$ cat src/rtl/wb_stage.sv
// Writeback stage: retires ALU results and aligned/extended load data into the register file.
// Optional macro WB_MISALIGN_CHK_EN suppresses writes of misaligned LH/LHU/LW and pulses load_misalign.
module wb_stage #(
  parameter int unsigned LD_TIMEOUT = 255
) (
  input  logic        clk,
  input  logic        rst,
  input  logic        in_valid,
  output logic        in_ready,
  input  logic        in_wreg,
  input  logic [4:0]  in_wd,
  input  logic [31:0] in_wdata,
  input  logic        in_is_load,
  input  logic [2:0]  in_load_type,
  input  logic [1:0]  in_addr_lo,
  input  logic        flush,
  input  logic        dmem_rvalid,
  input  logic [31:0] dmem_rdata,
  output logic        we,
  output logic [4:0]  waddr,
  output logic [31:0] wdata,
  output logic        ld_timeout,
  output logic        load_misalign
);

  typedef enum logic {IDLE, WAIT_LD} state_e;

  localparam logic [7:0] TMO_LIMIT = 8'(LD_TIMEOUT);

  state_e      state_q, state_d;
  logic [7:0]  cnt_q, cnt_d;
  logic        wreg_q, wreg_d;
  logic [4:0]  wd_q, wd_d;
  logic [2:0]  ltype_q, ltype_d;
  logic [1:0]  alo_q, alo_d;
  logic        we_q, we_d;
  logic [4:0]  waddr_q, waddr_d;
  logic [31:0] wdata_q, wdata_d;
  logic        tmo_q, tmo_d;
  logic [7:0]  byte_v;
  logic [15:0] half_v;
  logic [31:0] ld_val;
`ifdef WB_MISALIGN_CHK_EN
  logic        mis_q, mis_d;
  logic        misaligned;
`endif

  // Extraction works on the latched load attributes, since the response arrives later.
  always_comb begin
    unique case (alo_q)
      2'd0:    byte_v = dmem_rdata[7:0];
      2'd1:    byte_v = dmem_rdata[15:8];
      2'd2:    byte_v = dmem_rdata[23:16];
      default: byte_v = dmem_rdata[31:24];
    endcase
    half_v = alo_q[1] ? dmem_rdata[31:16] : dmem_rdata[15:0];
    unique case (ltype_q)
      3'b000:  ld_val = {{24{byte_v[7]}}, byte_v};
      3'b100:  ld_val = {24'd0, byte_v};
      3'b001:  ld_val = {{16{half_v[15]}}, half_v};
      3'b101:  ld_val = {16'd0, half_v};
      default: ld_val = dmem_rdata;
    endcase
  end

`ifdef WB_MISALIGN_CHK_EN
  assign misaligned = ((ltype_q[1:0] == 2'b01) && alo_q[0]) ||
                      (ltype_q[1] && (alo_q != 2'd0));
`endif

  // NOTE: every signal gets a default before the case so no path leaves it unassigned (no latches).
  always_comb begin
    state_d = state_q;
    cnt_d   = cnt_q;
    wreg_d  = wreg_q;
    wd_d    = wd_q;
    ltype_d = ltype_q;
    alo_d   = alo_q;
    we_d    = 1'b0;
    waddr_d = waddr_q;
    wdata_d = wdata_q;
    tmo_d   = 1'b0;
`ifdef WB_MISALIGN_CHK_EN
    mis_d   = 1'b0;
`endif
    unique case (state_q)
      IDLE: begin
        if (in_valid && !flush) begin
          if (in_is_load) begin
            wreg_d  = in_wreg;
            wd_d    = in_wd;
            ltype_d = in_load_type;
            alo_d   = in_addr_lo;
            cnt_d   = 8'd0;
            state_d = WAIT_LD;
          end else begin
            we_d = in_wreg && (in_wd != 5'd0);
            if (we_d) begin
              waddr_d = in_wd;
              wdata_d = in_wdata;
            end
          end
        end
      end
      WAIT_LD: begin
        // Flush wins over a response or timeout arriving in the same cycle.
        if (flush) begin
          state_d = IDLE;
        end else if (dmem_rvalid) begin
          state_d = IDLE;
`ifdef WB_MISALIGN_CHK_EN
          mis_d = misaligned;
          we_d  = !misaligned && wreg_q && (wd_q != 5'd0);
`else
          we_d  = wreg_q && (wd_q != 5'd0);
`endif
          if (we_d) begin
            waddr_d = wd_q;
            wdata_d = ld_val;
          end
        end else if (cnt_q == TMO_LIMIT) begin
          state_d = IDLE;
          tmo_d   = 1'b1;
        end else begin
          cnt_d = cnt_q + 8'd1;
        end
      end
      default: state_d = IDLE;
    endcase
  end

  // NOTE: sequential state uses non-blocking assignments so every flop samples pre-edge values.
  always_ff @(posedge clk) begin
    if (!rst) begin
      state_q <= IDLE;
      cnt_q   <= 8'd0;
      wreg_q  <= 1'b0;
      wd_q    <= 5'd0;
      ltype_q <= 3'd0;
      alo_q   <= 2'd0;
      we_q    <= 1'b0;
      waddr_q <= 5'd0;
      wdata_q <= 32'd0;
      tmo_q   <= 1'b0;
`ifdef WB_MISALIGN_CHK_EN
      mis_q   <= 1'b0;
`endif
    end else begin
      state_q <= state_d;
      cnt_q   <= cnt_d;
      wreg_q  <= wreg_d;
      wd_q    <= wd_d;
      ltype_q <= ltype_d;
      alo_q   <= alo_d;
      we_q    <= we_d;
      waddr_q <= waddr_d;
      wdata_q <= wdata_d;
      tmo_q   <= tmo_d;
`ifdef WB_MISALIGN_CHK_EN
      mis_q   <= mis_d;
`endif
    end
  end

  assign in_ready   = (state_q == IDLE);
  assign we         = we_q;
  assign waddr      = waddr_q;
  assign wdata      = wdata_q;
  assign ld_timeout = tmo_q;
`ifdef WB_MISALIGN_CHK_EN
  assign load_misalign = mis_q;
`else
  assign load_misalign = 1'b0;
`endif

endmodule

$ cat config.mk
export PLATFORM = sky130hd
export DESIGN_NAME = wb_stage
export DESIGN_NICKNAME = d
export VERILOG_FILES = /design/src/rtl/wb_stage.sv
export SDC_FILE = /design/constraint.sdc
export NUM_CORES = 1
export LEC_CHECK = 0
export ABC_AREA = 1
export CORE_MARGIN = 4
export CORE_UTILIZATION = 41
export CTS_CLUSTER_SIZE = 10
export DETAILED_ROUTE_END_ITERATION = 12
export GPL_ROUTABILITY_DRIVEN = 0
export GPL_TIMING_DRIVEN = 0
export PLACE_DENSITY = 0.77
export SLEW_MARGIN = 10
export SYNTH_ARGS = -nofsm -noshare
export SYNTH_HDL_FRONTEND = slang
export SYNTH_SLANG_ARGS = --single-unit
$ cat constraint.sdc
create_clock -name clk -period 1.3 [get_ports clk]
set_input_delay 0.195 -clock clk [delete_from_list [all_inputs] [get_ports clk]]
set_output_delay 0.195 -clock clk [all_outputs]
set_load 0.02 [all_outputs]
; Word level (Yosys, flattened, before mapping)
; Index checks and enable logic that the tools add are counted.
; Widths: inputs -> output; s select.
[word_totals]
register_bits = 59
output_inout_bits = 41
elab_cells = 75
[classes]
addsub = 1
n_eq_ne = 15
muxes = 35
bitwise_logic = 2
reduce_logical = 12
[ops]
columns = op, n
row1 = $mux 32, 6
row2 = $pmux 32 s4, 1
row3 = $pmux 32 s2, 1
row4 = $mux 8, 5
row5 = $mux 5, 6
row6 = $pmux 8 s3, 1
row7 = $mux 16, 1
row8 = $pmux 8 s2, 1
row9 = $mux 1, 10
row10 = $ne 2x2->1 const B, 5
row11 = $pmux 5 s2, 1
row12 = $reduce_bool 5->1, 2
row13 = $add 8x1->8 const B, 1
row14 = $eq 8x8->1 const B, 1
row15 = $ne 2x1->1 const B, 4
row16 = $eq 3x3->1 const B, 2
row17 = $reduce_and 6->1, 1
row18 = $reduce_and 5->1, 1
row19 = $pmux 1 s2, 2
row20 = $reduce_or 4->1, 1
row21 = $eq 3x1->1 const B, 1
row22 = $logic_and 1x1->1, 3
row23 = $logic_not 3->1, 1
row24 = $reduce_and 3->1, 1
row25 = other kinds (5), 6

; Longest topological paths before layout
; Gate-level depths: netlist (run 1).
[depth]
word_depth = 7
ltp_mapped = 10
depth_no_buf = 10

; Worst setup path before layout (run 1)
; No wires, ideal clock.
[synth_path]
path_kind = flip-flop to flip-flop
startpoint = register cnt_q[0]
endpoint = register cnt_q[2]
setup_time_ps = 70
t_arrival_ps = 1282
required_time_ps = 1230
setup_slack_ps = -52
path_stages_with_launch = 10
path_buffers = 0
synth_period_minus_slack_ps = 1352
cell_sequence = dfxtp_1 -> ha_1 -> nand2_1 -> nor2_1 -> nand3_1 -> nand2_2 -> nand2_1 -> nand2_1 -> nand2_1 -> a21oi_1
[synth_via]
elab_chain_cells = 5
[synth_lines]
columns = element, line_no
row1 = from (decl), 31  ; logic [7:0] cnt_q, cnt_d;
row2 = from (signal assigned), 150  ; cnt_q <= cnt_d;
row3 = $add 8x1->8, 125  ; cnt_d = cnt_q + 8'd1;
row4 = $mux 8, 121  ; end else if (cnt_q == TMO_LIMIT) begin
row5 = $mux 8, 109  ; end else if (dmem_rvalid) begin
row6 = $mux 8, 107  ; if (flush) begin
row7 = $pmux 8 s2, 86  ; unique case (state_q)
; Parallel ways exist; a longest one is shown, timed or not. The select of a mux whose other input is x is not followed.
; A chain may end at the register's enable or synchronous reset.

; Worst setup path after layout (run 1)
[layout_path]
startpoint = register state_q
endpoint = register wdata_q[0], in the netlist wdata[0]
[layout_via]
elab_chain_cells = 3
[layout_lines]
columns = element, line_no
row1 = from (decl), 30  ; state_e state_q, state_d;
row2 = from (signal assigned), 149  ; state_q <= state_d;
row3 = $not 1->1 (no source line), n/a
row4 = $ne 2x1->1 (no source line) or $ne 2x2->1 (tied branches), n/a
row5 = $reduce_and 6->1 (no source line), n/a
row6 = to (signal assigned), 157  ; wdata_q <= wdata_d;
row7 = to (decl), 38  ; logic [31:0] wdata_q, wdata_d;
; Parallel ways exist; a longest one is shown, timed or not.

==> impl_metrics.tcl, run 1 <==
set metrics [dict create \
    final_cell_mix "nand2_1 (117), clkdlybuf4s50_1 (72), dfxtp_1 (49)" \
    nNetsFinal 772 \
    h-tree-depth 3 \
    synth_top_flop_cell "dfxtp_1" \
    drive_gt1_frac 0.310 \
    r2r_start "state_q" \
    cts_root_buf "clkbuf_8" \
    crit_fanout 5 \
    seq_area_frac_synth 0.347 \
    synth_edf_count 0 \
    period_needed_ns 1.43 \
    seq_area_um2 1200 \
    nFillCells 560 \
    syn-cell-area_um2 3400 \
    required_ns 1.54 \
    grt_pass1_wl_um 20500 \
    grt_pass1_vias 4245 \
    clk_pin_slew_ns 0.06 \
    slew_headroom 0.435 \
    grt_overflow 0 \
    final_max_slew_viol_count 0 \
    dp_cells 754 \
    ctsHoldBuffers 0 \
    vias 4451 \
    p_per_area_nw_per_um2 829 \
    ys_types 32 \
    drv_cap 0 \
    boundaryPins 122 \
    fmax_mhz 700 \
    ant_nets 0 \
    grt_antenna_before_repair 0 \
    worstPathArrival_ns 1.67 \
    synthCells 533 \
    die_h_um 99.1 \
    diodes 0 \
    pre_cts_ws_ns -0.608 \
    drt_iter0_markers 346 \
    yosysWarnings 0 \
    synth_fp_nets 615 \
    p_leak_nw 2.62 \
    rsz0062_at_grt "true" \
    clockBufferDepth 2 \
    status "finished, violations left" \
    setup_viol 46 \
    multi_input_area_um2 2370 \
    final_common_cell "nand2_1" \
    fin_area_um2 5930 \
    timing.final.ws_setup_ns -0.129 \
    crit_type "reg -> reg" \
    route.detailed.drc 0 \
    post_dp_cell_area_um2 4720 \
    violations "setup timing" \
    viasPerCell 5.60 \
    crit_path_end_kind "flop" \
    wl_per_cell_um 17.7 \
    worstMarginPinSlew_ns 0.847 \
    setup.worst_path.start "state_q" \
    power_mw 4.91 \
    rrSetupSlack_ns -0.13 \
    peakVddDrop_uv 491 \
    min_from "in_wd[2]" \
    hold_viol 0 \
    avgSynthCellArea_um2 6.38 \
    layout.cells.non_filler 795 \
    row_count 32 \
    wl_um 14100 \
    start_util 0.431 \
    fp.coreArea_um2 7890 \
    dp.final_hpwl_um 8840 \
    fin_worst_skew_ns 0.0104 \
    cts_tree "done" \
    clock_latency_ns 0.35 \
    period_share 1.10 \
    worstSetupStartpointType "flop" \
    grt_max_degree 12 \
    numCtsBuffers 9 \
    asyncSetResetFlopFracSynth 0 \
    die_area_um2 9810 \
    ys_ff_latch 59 \
    drt_first_pass_iters 7 \
    area_delta_synth_final_pct 74.4 \
    min_path_type "in -> reg" \
    io_buffers 119 \
    dieWidth_um 99.1 \
    cts.sinks 59 \
    track_usage 0.260 \
]
## metrics by stage
stage,hold WS [ns],utilization,TNS [ns]
3_3_place_gp,0.459,0.599,-22.87
2_1_floorplan,0.330,-,0
3_5_place_dp,0.458,0.599,-25.06
4_1_cts,0.282,0.711,-2.16
5_1_grt,0.174,0.752,-5.89
6_report,0.145,0.752,-3.42
## cell type report
cell class | instances | area share
Buffer | 33 | 0.0561
Inverter | 45 | 0.0295
Multi-Input combinational cell | 397 | 0.400
Timing Repair Buffer | 145 | 0.258
Sequential cell | 59 | 0.202
Tap cell | 102 | 0.0215
Clock buffer | 12 | 0.0279
Clock inverter | 2 | 0.00591
## sequential cells by signal, indices dropped and copies added (netlist names)
register,cells
cnt_q,8
alo_q,2
ld_timeout,1
state_q,1
we,1
wd_q,5
wdata,32
waddr,5
ltype_q,3
wreg_q,1
## routing by layer
layer,share of wire,up-vias,global-route usage
met2,0.48,276,0.454
li1,-,2046,-
met4,0.049,0,0.111
met1,0.39,2047,0.302
met5,0,-,0
met3,0.085,82,0.0616
## path summary, 6_finish.rpt
kind          endpoint  depth (start not counted)
min            wd_q[2]                          3
max           wdata[0]                         10
max reg2reg   wdata[0]                         10
min reg2reg  wdata[13]                          2
## critical path, stage by stage, from the launching register on
cell      delay [ns]
dfxtp_4         0.39
inv_4           0.05
nor2_2          0.07
nand3b_1        0.13
nand2_4         0.14
buf_12          0.12
buf_8           0.11
buf_8           0.13
nand3_2         0.09
nand2_2         0.08
inv_2           0.03
## power breakdown
| group | total, mW | internal, mW | switching (mW) |
|---|---|---|---|
| Combinational | 1.23 | 0.592 | 0.638 |
| Clock | 1.76 | 1.02 | 0.741 |
| Sequential | 1.92 | 1.87 | 0.0526 |
## Yosys cell counts (2+ instances only)
master      n  area (um2)
nand2_1   125         469
a21oi_1    63         315
dfxtp_1    59        1180
nand3_1    55         275
nor2_1     51         191
inv_1      35         131
o21ai_1    29         145
o21ai_0    27         135
or2_2      24         150
buf_2      15        75.1
clkbuf_1   12        45.0
inv_2       9        33.8
nand2_2     4        25.0
buf_4       3        22.5
nand3b_1    3        22.5
buf_6       2        22.5
nand4_1     2        12.5
## kinds of logic (layout without fill, tap and decap cells)
group / Yosys count / after routing / synth area share
simple gates: 270 / 271 / 0.355
compound gates: 122 / 122 / 0.188
buf+inv: 78 / 237 / 0.0994
flops: 59 / 59 / 0.347
xor+xnor: 2 / 2 / 0.00515
fa+ha+maj: 1 / 1 / 0.00368
other cells: 1 / 1 / 0.00110
## repair_timing
item	4_1_cts	5_1_grt
cloned	7	2
pin swaps	33	16
resized for setup	176	81
setup buffers	17	1
endpoints found under the setup margin	89	60
Power figures use the tool's default switching activity.
==> run 2: changes to the inputs <==
--- a/config.mk
+++ b/config.mk
@@ -12,7 +12,7 @@
 export DETAILED_ROUTE_END_ITERATION = 12
 export GPL_ROUTABILITY_DRIVEN = 0
 export GPL_TIMING_DRIVEN = 0
-export PLACE_DENSITY = 0.77
+export PLACE_DENSITY = 0.76
 export SLEW_MARGIN = 10
 export SYNTH_ARGS = -nofsm -noshare
 export SYNTH_HDL_FRONTEND = slang
==> run 2 against run 1 <==
  * The flow still finishes with violations (setup timing)
  * Die area did not move
  * Critical path depth unchanged
  * Sequential share of layout area up 0.13 points
  * Combinational power decreased by 3%
  * Via count shrank 0.20%
  * First-iteration DRC count decreased by 18%
  * Worst setup slack got worse by 0.044 ns
  * Clock power rose by 9.7%
  * Cell area decreased by 0.32%
  * Clock skew decreased by 0.0040 ns
  * Largest cell class unchanged
==> impl_metrics.tcl, run 2 (synthesis gave the netlist of run 1 again) <==
set metrics [dict create \
    fp.coreArea_um2 7890 \
    drt_iter0_markers 283 \
    drive_gt1_frac 0.314 \
    ctsHoldBuffers 0 \
    vias 4442 \
    final_common_cell "nand2_1" \
    slowest_stage "dfxtp_2" \
    wl_um 14300 \
    final_cell_mix "nand2_1 (113), clkdlybuf4s50_1 (73), a21oi_1 (48), dfxtp_1 (48), nand3_1 (41)" \
    pwr-share-comb 0.236 \
    cts_tree "done" \
    area_delta_synth_final_pct 73.9 \
    diodes 0 \
    route.detailed.drc 0 \
    drt_first_pass_iters 5 \
    wl_per_cell_um 17.8 \
    boundaryPins 122 \
    pre_cts_ws_ns -0.583 \
    crit_fanout 5 \
    die_area_um2 9810 \
    reg2reg_depth 10 \
    clockBufferDepth 2 \
    dieWidth_um 99.1 \
    period_share 1.13 \
    crit_type "reg -> reg" \
    min_path_type "in -> reg" \
    track_usage 0.268 \
    grt_pass1_vias 4446 \
    setup.worst_path.start "wd_q[2]" \
    switching_share 0.282 \
    endpoint "wdata[5]" \
    setup_viol 45 \
    reg2reg_to "wdata[5]" \
    rrSetupSlack_ns -0.17 \
    cts.sinks 59 \
    cts_root_buf "clkbuf_8" \
    largest_register_ffs 32 \
    path_cells "nor2_1, nand3b_1, nand3b_1, nand2_4, buf_6, buf_6, o21ai_2, inv_1, nand2_1, inv_1" \
    hold_viol 0 \
    clock_latency_ns 0.35 \
    required_ns 1.55 \
    ant_nets 0 \
    worstMarginPinSlew_ns 0.744 \
    drv_cap 0 \
    worstSetupStartpointType "flop" \
    slowest_delay_ns 0.32 \
    violations "setup timing" \
    start_util 0.431 \
    rsz0062_at_grt "true" \
    fin_worst_skew_ns 0.00635 \
    period_needed_ns 1.47 \
    status "finished, violations left" \
    p_leak_nw 2.70 \
    crit_path_end_kind "flop" \
    grt_overflow 0 \
    p_per_area_nw_per_um2 851 \
    nFillCells 591 \
    p_int_mw 3.61 \
    power.share.clock 0.384 \
    io_buffers 119 \
    grt_antenna_before_repair 0 \
    worstPathArrival_ns 1.72 \
    switchingPower_mw 1.42 \
    viasPerCell 5.54 \
    h-tree-depth 3 \
    die_h_um 99.1 \
    final_util 0.749 \
    grt_max_degree 11 \
    clk_pin_slew_ns 0.07 \
    hold_depth 3 \
    row_count 32 \
    fmax_mhz 679 \
    numCtsBuffers 9 \
    layout.cells.non_filler 802 \
    nNetsFinal 778 \
    setup_tns_ns -5.21 \
    dp_cells 754 \
    r2r_start "wd_q[2]" \
    seqPwrFrac 0.381 \
    slew_headroom 0.504 \
    grt_pass1_wl_um 21000 \
    peakVddDrop_uv 558 \
    timing.final.ws_setup_ns -0.173 \
    dp.final_hpwl_um 8890 \
    final_max_slew_viol_count 0 \
]
run 2: through the flow:
stage	total power, mW	hold WS, ns	area [um2]
detailed placement	2.88	0.464	4720
global route	5.18	0.164	5910
finish	5.03	0.139	5910
floorplan	2.43	0.330	3410
CTS	4.92	0.284	5600
global placement	2.87	0.457	4720
run 2: final cells by class:
class,count,area [um2],area share
Multi-Input combinational cell,397,2350,0.397
Timing Repair Buffer,152,1520,0.257
Clock buffer,11,151,0.0256
Clock inverter,4,73.8,0.0125
Sequential cell,59,1200,0.203
Tap cell,102,128,0.0216
Buffer,32,315,0.0533
Inverter,45,178,0.0301
run 2: how the worst min path moves through the flow:
stage	slack [ns]	startpoint	end
global route	0.16	in_wd[1]	wd_q[1]
finish	0.14	in_wd[1]	wd_q[1]
detailed placement	0.46	wdata[14]	wdata[14]
CTS	0.28	in_wd[4]	wd_q[4]
global placement	0.46	wdata[12]	wdata[12]
floorplan	0.33	in_wd[0]	wd_q[0]
run 2: layer usage:
metal / up-vias / global-route usage / part of all wire
met5: - / 0 / 0
met4: 0 / 0.132 / 0.046
met3: 70 / 0.0623 / 0.079
met2: 257 / 0.462 / 0.49
met1: 2060 / 0.308 / 0.38
li1: 2055 / - / -
run 2: critical path: cells and delay by family (launching register included):
kind	cells	cell delay, ns
AOI/OAI and AO/OA	1	0.10
and+or+nand+nor	5	0.58
DFF	1	0.32
buffers and inverters	4	0.36
run 2: repair_timing:
item | 4_1_cts | 5_1_grt
setup buffers | 17 | 9
setup endpoints to repair | 89 | 58
gates resized for setup | 173 | 80
cloned | 7 | 2
pin swaps | 27 | 39
run 2: power by group through the flow:
stage	logic [mW]	clock network, mW	registers [mW]
2_1_floorplan	0.437	0	1.99
3_3_place_gp	0.925	0	1.94
3_5_place_dp	0.935	0	1.95
4_1_cts	1.07	1.93	1.91
5_1_grt	1.26	2.00	1.92
6_report	1.19	1.93	1.92
==> run 3: changes to the inputs <==
--- a/config.mk
+++ b/config.mk
@@ -5,8 +5,9 @@
 export SDC_FILE = /design/constraint.sdc
 export NUM_CORES = 1
 export LEC_CHECK = 0
-export ABC_AREA = 1
-export CORE_MARGIN = 4
+export ABC_AREA = 0
+export CAP_MARGIN = 20
+export CORE_MARGIN = 2
 export CORE_UTILIZATION = 41
 export CTS_CLUSTER_SIZE = 10
 export DETAILED_ROUTE_END_ITERATION = 12
==> run 3 against run 2 <==
  * The flow still finishes with violations (setup timing)
  * Non-clock buffer count decreased by 1
  * Worst hold slack improved by 0.29 ns
  * Die area decreased by 5.9%
  * Area after synthesis up 2.3%
  * Via count shrank 4.6%
  * Register-to-register slack worse by 0.39 ns
  * Total power fell by 6.9%
  * Clock skew increased by 0.0056 ns
  * Sequential share of layout area rose by 0.97 points
  * Global-route usage rose by 2.1 points
  * Critical path type unchanged
==> impl_metrics.tcl, run 3 <==
set metrics [dict create \
    period_needed_ns 1.86 \
    synth_common_cells "dfxtp_1 (59), nand2_1 (45), o21ai_0 (35), clkbuf_1 (34)" \
    ys_types 55 \
    met3_length_um 1140 \
    status "finished, violations left" \
    dr.max_layer_used "met4" \
    timing.final.ws_setup_ns -0.561 \
    area_delta_synth_final_pct 61.8 \
    synthMuxAreaShare 0.0558 \
    numCtsBuffers 9 \
    dp_cells 642 \
    h-tree-depth 3 \
    min_path_type "in -> reg" \
    nNetsFinal 648 \
    wl_met2_um 6600 \
    final_util 0.685 \
    grt_overflow 0 \
    dieWidth_um 96.1 \
    hold_depth 3 \
    min_from "in_addr_lo[0]" \
    drt_iter0_markers 459 \
    p_per_area_nw_per_um2 832 \
    track_usage 0.289 \
    row_count 33 \
    cts_root_buf "clkbuf_8" \
    required_ns 1.59 \
    drive_gt1_frac 0.233 \
    dp.final_hpwl_um 9380 \
    yosys.area.top_type "dfxtp_1" \
    yosysTopAreaCellShare 0.340 \
    slowest_stage "or4b_4" \
    cts.sinks 59 \
    slowest_delay_ns 0.55 \
    wl_met1_um 5460 \
    synth_fp_nets 499 \
    cts_tree "done" \
    synth_top_flop_cell "dfxtp_1" \
    fmax_mhz 537 \
    grt_pass1_vias 3945 \
    worst_hold_slack_ns 0.428 \
    final_common_cell "clkdlybuf4s50_1" \
    worstSetupStartpointType "flop" \
    slew_headroom 0.602 \
    hold_viol 0 \
    rrSetupSlack_ns -0.56 \
    crit_type "reg -> reg" \
    pre_cts_ws_ns -1.20 \
    crit_fanout 8 \
    fin_worst_skew_ns 0.0120 \
    reg2reg_to "wdata[13]" \
    setup_viol 46 \
    largest_register_ffs 32 \
    seq_area_frac_synth 0.340 \
    worstMarginPinSlew_ns 0.597 \
    crit_cells 5 \
    synth_compound_area_frac 0.324 \
    grt_pass1_wl_um 20300 \
    viasPerCell 6.28 \
    fp.coreArea_um2 8220 \
    asyncSetResetFlopFracSynth 0 \
    syn-cell-area_um2 3480 \
    synthAdderAreaFrac 0.00360 \
    final_max_slew_viol_count 0 \
    wl_per_cell_um 20.2 \
    yosysWarnings 0 \
    rsz0062_at_grt "true" \
    p_leak_nw 2.14 \
    vias 4239 \
    drv_cap 0 \
    start_util 0.423 \
    synth_area_leaders "dfxtp_1 (34%), o21ai_0 (5.0%), nand2_1 (4.9%)" \
    clockBufferDepth 2 \
    crit_family "simple AND/OR/NAND/NOR gates" \
    ant_nets 0 \
    synth_most_common_cell "dfxtp_1" \
    drt_first_pass_iters 6 \
    synthCells 417 \
    diodes 0 \
    die_h_um 96.1 \
    boundaryPins 122 \
    avgSynthCellArea_um2 8.34 \
    holdPathEnd "alo_q[0]" \
    wl_um 13600 \
    final_cell_mix "clkdlybuf4s50_1 (79), dfxtp_1 (50), nand2_1 (44)" \
    route.detailed.drc 0 \
    grt_antenna_before_repair 0 \
    cp.buffers_inverters 1 \
    synth_edf_count 0 \
    grt_max_degree 11 \
    peakVddDrop_uv 483 \
    synth_top_family_by_area "compound AO/OA/AOI/OAI gates" \
    reg2reg_depth 5 \
    clock_latency_ns 0.34 \
    period_share 1.43 \
    synthSimpleGateAreaFrac 0.209 \
    worstPathArrival_ns 2.15 \
    ys_ff_latch 59 \
    r2r_start "wd_q[2]" \
    path_cells "or4b_4, o32a_1, nand3_4, buf_6, a32o_1" \
    die_area_um2 9240 \
    crit_path_end_kind "flop" \
    clk_pin_slew_ns 0.07 \
    io_buffers 120 \
    synthXorXnorAreaFrac 0.00504 \
    layout.cells.non_filler 675 \
    violations "setup timing" \
]
## run 3: cell types whose count changed after synthesis, moves of 22 or more
cell      previous run  this run
or2_2               24         1
inv_1               35         4
clkbuf_1            12        34
a21oi_1             63        19
o21ai_1             29         0
nor2_1              51         8
nand3_1             55         7
nand2_1            125        45
## run 3: power breakdown
group	internal, mW	leakage (nW)	switching (mW)	total [mW]
clock	0.920	0.102	0.771	1.69
combinational	0.519	1.55	0.572	1.09
sequential	1.86	0.483	0.0393	1.90
## run 3: worst max path at each step
stage | start | to | slack [ns]
2_1_floorplan | wd_q[1] | wdata[12] | -0.43
3_5_place_dp | flush | wdata[13] | -1.20
6_report | wd_q[2] | wdata[13] | -0.56
5_1_grt | wd_q[2] | wdata[5] | -0.62
4_1_cts | wd_q[2] | wdata[29] | -0.55
3_3_place_gp | flush | wdata[14] | -1.12
## run 3: layout make-up
type                            count  area [um2]
Fill cell                         650        2590
Multi-Input combinational cell    307        2420
Timing Repair Buffer              140        1350
Sequential cell                    59        1200
Buffer                             43         314
Clock buffer                       10         138
Tap cell                          105         131
Clock inverter                      5        53.8
Inverter                            6        25.0
## run 3: kinds of logic after synthesis
family / after synthesis
adders and majority gates: 1
xor gates and xnor gates: 2
muxes: 18
AOI/OAI and AO/OA: 154
other: 1
DFF: 59
and+or+nand+nor: 131
buffers and inverters: 51
## run 3: repair_timing
item | CTS | global route
resized for setup | 113 | 62
setup endpoints to repair | 98 | 58
pin swaps | 27 | 8
gates cloned | 4 | 1
setup buffers | 11 | 4
hold buffers | 0 | 0
hold endpoints to repair | 0 | 0
## run 3: metal layers
| layer | up-vias | track usage |
|---|---|---|
| li1 | 1927 | - |
| met1 | 2012 | 0.367 |
| met2 | 264 | 0.475 |
| met3 | 36 | 0.0486 |
| met4 | 0 | 0.139 |
| met5 | - | 0 |
## run 3: worst min-delay path, stage by stage
cell,delay (ns)
clkdlybuf4s50_1,0.40
nand2_1,0.07
a21oi_1,0.05
## run 3: per-stage QoR
stage | setup TNS, ns | area (um2) | power (mW)
after floorplan | -14.83 | 3560 | 2.37
after global placement | -45.12 | 4890 | 2.85
after detailed placement | -47.42 | 4890 | 2.87
after CTS | -21.47 | 5400 | 4.56
after global routing | -23.19 | 5630 | 4.80
final | -20.62 | 5630 | 4.68
